<file path="src/rtl/sprite_sched_pkg.sv">
// Shared types and helpers for the sprite scheduler: state encoding, default
// pixel widths, colour constants, request decoding and packed-bus selection.
package sprite_sched_pkg;

    localparam int DEF_X_W = 9;
    localparam int DEF_Y_W = 8;

    localparam logic [2:0] BLACK = 3'b000;
    localparam logic [2:0] ALIEN = 3'b101;

    typedef enum logic [2:0] {
        S_IDLE       = 3'd0,
        S_ERASE_REQ  = 3'd1,
        S_ERASE_WAIT = 3'd2,
        S_DRAW_REQ   = 3'd3,
        S_DRAW_WAIT  = 3'd4,
        S_NEXT       = 3'd5,
        S_DONE       = 3'd6
    } sched_state_t;

    // One bit of a one-hot request vector; en gates the whole vector to zero.
    function automatic logic req_bit(input int idx, input int bit_pos, input logic en);
        return en && (idx == bit_pos);
    endfunction

    // Field idx (w bits each) of a packed per-sprite bus, LSB field = sprite 0.
    function automatic logic [31:0] bus_field(input logic [255:0] bus, input int unsigned idx,
                                              input int unsigned w);
        logic [255:0] mask;
        mask = (256'(1) << w) - 256'(1);
        return 32'((bus >> (idx * w)) & mask);
    endfunction

endpackage

</file>
<file path="src/rtl/sprite_scheduler.sv">
// Round-robin erase/redraw sequencer for the sprite engines, sharing one VGA
// write port; each engine is erased, redrawn and awaited before the next.
//
// state      | meaning
// -----------+-----------------------------------------------------------
// IDLE       | waiting for frame_tick; en_q latched and idx cleared on it
// ERASE_REQ  | one-cycle erase_signal[idx], wait counter cleared
// ERASE_WAIT | streaming engine pixels until finish[idx] or timeout
// DRAW_REQ   | one-cycle draw_signal[idx], wait counter cleared
// DRAW_WAIT  | streaming engine pixels until finish[idx] or timeout
// NEXT       | advance idx; a disabled sprite costs one cycle here
// DONE       | one-cycle round_done, back to IDLE
module sprite_scheduler
    import sprite_sched_pkg::*;
#(
    parameter int N_SPRITES = 3,
    parameter int X_W       = DEF_X_W,
    parameter int Y_W       = DEF_Y_W,
    parameter int TIMEOUT   = 255
) (
    input  logic                     clk,
    input  logic                     reset,
    input  logic                     frame_tick,
    input  logic [N_SPRITES-1:0]     sprite_en,
    input  logic [N_SPRITES*X_W-1:0] sprite_x,
    input  logic [N_SPRITES*Y_W-1:0] sprite_y,
    input  logic [N_SPRITES*3-1:0]   sprite_colour,
    input  logic [N_SPRITES-1:0]     sprite_finish,
    output logic [N_SPRITES-1:0]     draw_signal,
    output logic [N_SPRITES-1:0]     erase_signal,
    output logic [X_W-1:0]           vga_x,
    output logic [Y_W-1:0]           vga_y,
    output logic [2:0]               vga_colour,
    output logic                     vga_plot,
    output logic                     busy,
    output logic                     round_done,
    output logic                     timeout_err,
    output logic                     overrun
);

    localparam int IDX_W = (N_SPRITES > 1) ? $clog2(N_SPRITES) : 1;
    localparam int CNT_W = $clog2(TIMEOUT + 1);
    localparam logic [IDX_W-1:0] LAST_IDX = IDX_W'(N_SPRITES - 1);
    localparam logic [CNT_W-1:0] CNT_MAX  = CNT_W'(TIMEOUT);

    sched_state_t         state, state_d;
    logic [IDX_W-1:0]     idx, idx_d, idx_inc;
    logic [N_SPRITES-1:0] en_q, en_d;
    logic [CNT_W-1:0]     cnt, cnt_d, cnt_inc;
    logic                 tmo_set, plot_d, in_wait, finish_sel;
    logic [X_W-1:0]       sel_x;
    logic [Y_W-1:0]       sel_y;
    logic [2:0]           sel_colour;

    assign idx_inc    = idx + 1'b1;
    assign cnt_inc    = (cnt == CNT_MAX) ? cnt : cnt + 1'b1;
    assign finish_sel = sprite_finish[idx];
    assign in_wait    = (state == S_ERASE_WAIT) || (state == S_DRAW_WAIT);
    assign busy       = (state != S_IDLE);
    assign round_done = (state == S_DONE);

    assign sel_x      = X_W'(bus_field(256'(sprite_x), 32'(idx), X_W));
    assign sel_y      = Y_W'(bus_field(256'(sprite_y), 32'(idx), Y_W));
    assign sel_colour = 3'(bus_field(256'(sprite_colour), 32'(idx), 3));

    always_comb begin
        erase_signal = '0;
        draw_signal  = '0;
        for (int i = 0; i < N_SPRITES; i++) begin
            erase_signal[i] = req_bit(32'(idx), i, state == S_ERASE_REQ);
            draw_signal[i]  = req_bit(32'(idx), i, state == S_DRAW_REQ);
        end
    end

    always_comb begin
        state_d = state;
        idx_d   = idx;
        en_d    = en_q;
        cnt_d   = cnt;
        tmo_set = 1'b0;
        plot_d  = 1'b0;
        case (state)
            S_IDLE: begin
                if (frame_tick) begin
                    en_d    = sprite_en;
                    idx_d   = '0;
                    state_d = sprite_en[0] ? S_ERASE_REQ : S_NEXT;
                end
            end
            S_ERASE_REQ: begin
                cnt_d   = '0;
                state_d = S_ERASE_WAIT;
            end
            S_DRAW_REQ: begin
                cnt_d   = '0;
                state_d = S_DRAW_WAIT;
            end
            S_ERASE_WAIT, S_DRAW_WAIT: begin
                // finish wins over a coincident timeout; plot only while staying in WAIT
                if (finish_sel) begin
                    state_d = (state == S_ERASE_WAIT) ? S_DRAW_REQ : S_NEXT;
                end else begin
                    cnt_d = cnt_inc;
                    if (cnt_inc == CNT_MAX) begin
                        tmo_set = 1'b1;
                        state_d = (state == S_ERASE_WAIT) ? S_DRAW_REQ : S_NEXT;
                    end else begin
                        plot_d = 1'b1;
                    end
                end
            end
            S_NEXT: begin
                if (idx == LAST_IDX) begin
                    state_d = S_DONE;
                end else begin
                    idx_d   = idx_inc;
                    state_d = en_q[idx_inc] ? S_ERASE_REQ : S_NEXT;
                end
            end
            S_DONE:  state_d = S_IDLE;
            default: state_d = S_IDLE;
        endcase
    end

    always_ff @(posedge clk or negedge reset) begin
        if (!reset) begin
            state       <= S_IDLE;
            idx         <= '0;
            en_q        <= '0;
            cnt         <= '0;
            timeout_err <= 1'b0;
            overrun     <= 1'b0;
            vga_x       <= '0;
            vga_y       <= '0;
            vga_colour  <= BLACK;
            vga_plot    <= 1'b0;
        end else begin
            state    <= state_d;
            idx      <= idx_d;
            en_q     <= en_d;
            cnt      <= cnt_d;
            vga_plot <= plot_d;
            if (tmo_set) timeout_err <= 1'b1;
            if (frame_tick && (state != S_IDLE)) overrun <= 1'b1;
            if (in_wait) begin
                vga_x      <= sel_x;
                vga_y      <= sel_y;
                vga_colour <= sel_colour;
            end
        end
    end

endmodule

</file>
<file path="config.mk">
export PLATFORM = sky130hd
export DESIGN_NAME = sprite_scheduler
export DESIGN_NICKNAME = d
export VERILOG_FILES = /design/src/rtl/sprite_sched_pkg.sv /design/src/rtl/sprite_scheduler.sv
export SDC_FILE = /design/constraint.sdc
export NUM_CORES = 1
export LEC_CHECK = 0
export ABC_AREA = 1
export BUFFER_PORTS_ARGS = -buffer_cell sky130_fd_sc_hd__buf_2
export CORE_MARGIN = 2
export CORE_UTILIZATION = 35
export CTS_BUF_LIST = sky130_fd_sc_hd__clkbuf_8
export DETAILED_ROUTE_END_ITERATION = 8
export GPL_ROUTABILITY_DRIVEN = 0
export GPL_TIMING_DRIVEN = 0
export MAX_ROUTING_LAYER = met4
export PLACE_DENSITY = 0.66
export SYNTH_ARGS = -nofsm -noshare
export SYNTH_HDL_FRONTEND = slang
export SYNTH_SLANG_ARGS = --single-unit
</file>
<file path="constraint.sdc">
create_clock -name clk -period 1.8 [get_ports clk]
set_input_delay 0.54 -clock clk [delete_from_list [all_inputs] [get_ports clk]]
set_output_delay 0.54 -clock clk [all_outputs]
set_load 0.005 [all_outputs]
</file>
# [After elaboration in Yosys (flattened, before gate mapping)]
# Index checks and enable logic that the tools add are counted.
[totals] register_bits=39
[op_classes] addsub=2 n_mul=2 n_lt_le_gt_ge=2 eq_ne=15 shifts=3 muxes=24 reduce_logical=19
[ops] cell="right shift 27 x 6 -> 9 bit" count=1
[ops] cell="right shift 24 x 5 -> 8 bit" count=1
[ops] cell="2-to-1 mux 3 bit" count=7
[ops] cell="equality test 8 bit, second input constant" count=2
[ops] cell="2-to-1 mux 8 bit" count=2
[ops] cell="one-hot mux 8 bit (2 select lines)" count=1
[ops] cell="one-hot mux 3 bit (5 select lines)" count=1
[ops] cell="equality test 3 bit, second input constant" count=3
[ops] cell="right shift 9 x 4 -> 3 bit" count=1
[ops] cell="adder 8 x 1 -> 8 bit, second input constant" count=1
[ops] cell="2-to-1 mux 1 bit" count=8
[ops] cell="logical AND 1 bit" count=7
[ops] cell="equality test 2 bit, second input constant" count=3
[ops] cell="equality test 3 x 2 -> 1 bit, second input constant" count=2
[ops] cell="< comparator 2 x 3 -> 1 bit, second input constant" count=2
[ops] cell="multiplier 2 x 4 -> 6 bit, second input constant" count=1
[ops] cell="inequality test 2 bit, second input constant" count=3
[ops] cell="AND reduction 2 bit" count=3
[ops] cell="binary-select mux 1 bit (select 2 bit)" count=2
[ops] cell="multiplier 2 x 2 -> 4 bit, second input constant" count=1
[ops] cell="2-to-1 mux 2 bit" count=2
[ops] cell="one-hot mux 2 bit (2 select lines)" count=1
[ops] cell="nonzero test 2 bit" count=2
[ops] cell="OR reduction 2 bit" count=2
[ops] cell="8 further kinds" count=8

# [Longest topological paths before layout]
[depth] word_depth=6 ltp_mapped=13

# [Worst setup path after synthesis]
# No wires, ideal clock.
[synth_timing] path_type="flip-flop to output port" startpoint="register idx[0]" endpoint="output port draw_signal[2]" arrival_time_ps=1267 path_slack_ps=-7 stages_incl_launch_ff=7 path_buffers=2 path_cell_list="dfrtp_1 -> buf_2 -> inv_1 -> clkbuf_1 -> ha_1 -> inv_1 -> nor2_1"
[synth_between] elab_chain_len=2
[synth_rtl] item="from (decl)" line="sprite_scheduler.sv:47" source="logic [IDX_W-1:0] idx, idx_d, idx_inc;"
[synth_rtl] item="from (signal assigned)" line="sprite_scheduler.sv:139" source="idx <= idx_d;"
[synth_rtl] item="equality test 2 bit" line="sprite_sched_pkg.sv:23" source="return en && (idx == bit_pos);"
[synth_rtl] item="logical AND 1 bit" line="sprite_sched_pkg.sv:23"
[synth_rtl] item="to (decl)" line="sprite_scheduler.sv:29" source="output logic [N_SPRITES-1:0] draw_signal,"
# No other way between the ends.

# [Worst setup path in the final report]
[layout_timing] startpoint="register idx[0]" endpoint="output port erase_signal[2]"
[layout_between] elab_chain_len=2
[layout_rtl] item="equality test 2 bit" line="sprite_sched_pkg.sv:23"
[layout_rtl] item="logical AND 1 bit" line="sprite_sched_pkg.sv:23"
[layout_rtl] item="to (decl)" line="sprite_scheduler.sv:30" source="output logic [N_SPRITES-1:0] erase_signal,"
# No other way between the ends.

==> flow_metrics.env <==
export IMPL_status="complete, but fails checks"
export IMPL_violations="setup timing"
export IMPL_chipHeight_um=84.6
export IMPL_n_antenna_cell=0
export IMPL_relSlewSlack_pct=41.1
export IMPL_drive_above_1_share_pct=40.8
export IMPL_syn_nets=388
export IMPL_path_clk_slew_ns=0.08
export IMPL_cpPeakStageDelay_ns=0.36
export IMPL_cts_tree="yes"
export IMPL_clockPowerShare_pct=12.7
export IMPL_finalCriticalPeriod_ns=1.91
export IMPL_avgSynthCellArea_um2=7.21
export IMPL_synthesis_area_um2=2270
export IMPL_synth_area_leaders="dfrtp_1 43%, nor2_1 13%, nand2_1 11%"
export IMPL_rsz0062_at_grt="true"
export IMPL_cts_root_buf="clkbuf_8"
export IMPL_cp_arrival_ns=1.37
export IMPL_ys_types=27
export IMPL_htree_levels=2
export IMPL_yosys_register_bits=39
export IMPL_fp_dieArea_um2=7150
export IMPL_layout_setup_ws_ns=-0.113
export IMPL_final_common_cell="buf_2"
export IMPL_critPathMaxFanout=4
export IMPL_grt_pass1_vias=2359
export IMPL_grt_pass1_wl_mm=10.7
export IMPL_portBuffers=99
export IMPL_clock_skew_ns=0.00302
export IMPL_drc=0
export IMPL_grt_usage_pct=19.1
export IMPL_maxSlewViolCount=0
export IMPL_final_nets=518
export IMPL_vias_per_cell=4.90
export IMPL_drtIter0Drc=90
export IMPL_ir_worst_vdd_uv=604
export IMPL_reg2reg_to="state[2]"
export IMPL_grt_overflow_total=0
export IMPL_dp_cells=491
export IMPL_hold_class="in -> async"
export IMPL_start_kind="flop"
export IMPL_critPathSlowestCell="dfrtp_1"
export IMPL_path_cells="buf_6, clkinvlp_4, buf_8, ha_4, inv_4, nor2_1, buf_2"
export IMPL_endpoint_kind="output port"
export IMPL_drv_cap=0
export IMPL_tightest_slew_ns=0.884
export IMPL_mostFrequentLayoutCells="103 x buf_2, 75 x nor2_1, 59 x nand2_1"
export IMPL_numCtsBuffers=5
export IMPL_required_ns=1.26
export IMPL_dr_pass1_iters=5
export IMPL_seq_power_share_pct=31.2
export IMPL_grt_max_degree=40
export IMPL_fin_setup_tns_ns=-0.481
export IMPL_drt_antenna_violating_nets=0
export IMPL_clock_latency_ns=0.29
export IMPL_yosysTopAreaCellShare_pct=43.0
export IMPL_num_io_pins=100
export IMPL_dp_hpwl_mm=4.74
export IMPL_swShare_pct=42.9
export IMPL_cp_endpoint="erase_signal[2]"
export IMPL_rrSetupSlack_ns=0.14
export IMPL_p_int_mw=2.63
export IMPL_synth_area_leader_cell="dfrtp_1"
export IMPL_utilization_pct=52.2
export IMPL_power_density_nw_per_um2=1400
export IMPL_vias=2563
export IMPL_finalHoldViolations=0
export IMPL_cts_buffer_depth=2
export IMPL_ys_seq_area_share_pct=43.0
export IMPL_start_util_pct=36.0
export IMPL_path_class="reg -> out"
export IMPL_area_growth_syn_to_layout_pct=44.9
export IMPL_ctsHoldBuffers=0
export IMPL_dieWidth_um=84.6
export IMPL_fmax_mhz=523
export IMPL_setup_viol=6
export IMPL_power_mw=4.61
export IMPL_wire_per_inst_um=12.8
export IMPL_finalNonFillerCells=523
export IMPL_synth_warning_count=0
export IMPL_synth_cells=315
export IMPL_nFillCells=659
export IMPL_p_switching_mw=1.98
export IMPL_wirelength_mm=6.68
export IMPL_r2r_cells=12
export IMPL_antenna_found_initial=0
export IMPL_comb_power_share_pct=56.1
export IMPL_core_area_um2=6310
export IMPL_r2r_start="cnt[1]"
export IMPL_leakage_nw=1.59
export IMPL_cp_startpoint="idx[0]"
export IMPL_min_period_over_period_pct=106
export IMPL_numClockSinks=39
export IMPL_row_count=29
[logic make-up after synthesis]
logic type	count (synthesis)	synth area share, %
simple gates	165	30.2
compound gates	64	15.9
flops	39	43.0
buf+inv	38	6.55
fa+ha+maj	4	2.20
xor+xnor	3	1.16
mux	2	0.991
[through the flow]
step                instance area, um^2  setup WS [ns]  hold WS, ns
floorplan                          2270         0.0970        0.244
global placement                   2870         -0.263        0.438
detailed placement                 2870         -0.309        0.438
CTS                                3090         -0.134        0.390
global route                       3290         -0.191        0.423
finish                             3290         -0.113        0.356
[synthesized netlist by cell type, drive strengths merged]
master   number
o21bai        1
o21ai        38
o2111ai       1
or2           1
xnor2         1
a31oi        20
buf           5
nand2        66
clkbuf        8
dfrtp        39
nor2         84
a21o          1
mux2          2
xor2          2
a21oi         3
nand3        12
inv          25
nor3          2
ha            4
[what timing repair did]
item | in CTS | in global routing
resized for setup | 18 | 30
setup endpoints to repair | 8 | 14
pin swaps | 7 | 11
buffers inserted | 10 | 14
[sequential cells by signal (all words and copies together) (netlist names)]
signal	flops
cnt	8
overrun	1
idx	2
timeout_err	1
vga_x	9
state	3
vga_plot	1
vga_y	8
vga_colour	3
en_q	3
[area by class of cell]
type	count	area (um^2)	area share (%)
Multi-Input combinational cell	238	1260	38.4
Clock inverter	3	16.3	0.494
Inverter	25	105	3.19
Sequential cell	39	978	29.7
Tap cell	77	96.3	2.93
Buffer	13	75.1	2.28
Timing Repair Buffer	123	688	20.9
Clock buffer	5	68.8	2.09
[power groups by stage]
stage	clock, mW	sequential, mW	combinational, mW
3_5_place_dp	0	1.45	2.11
3_3_place_gp	0	1.44	2.06
6_report	0.585	1.44	2.58
5_1_grt	0.644	1.48	2.92
2_1_floorplan	0	1.44	1.34
4_1_cts	0.604	1.42	2.34
[routing by layer]
metal | wire length (um) | up-vias | GRT usage, %
met1 | 2790 | 1180 | 24.3
met4 | 108 | 0 | 6.20
met3 | 386 | 12 | 3.24
met2 | 3390 | 88 | 31.1
li1 | - | 1283 | -
met5 | 0 | - | -
[critical path, delay by kind of cell, from the launching register on]
family,cells,cell delay [ns]
flops,1,0.36
fa+ha+maj,1,0.16
buf+inv,5,0.52
simple gates,1,0.04
[worst min-delay path by stage]
stage	from	end	depth (start not counted)
2_1_floorplan	reset	cnt[0]	0
3_3_place_gp	overrun	overrun	1
3_5_place_dp	overrun	overrun	1
4_1_cts	reset	state[0]	1
5_1_grt	reset	state[0]	1
6_report	reset	state[2]	1
Power figures use the tool's default switching activity.
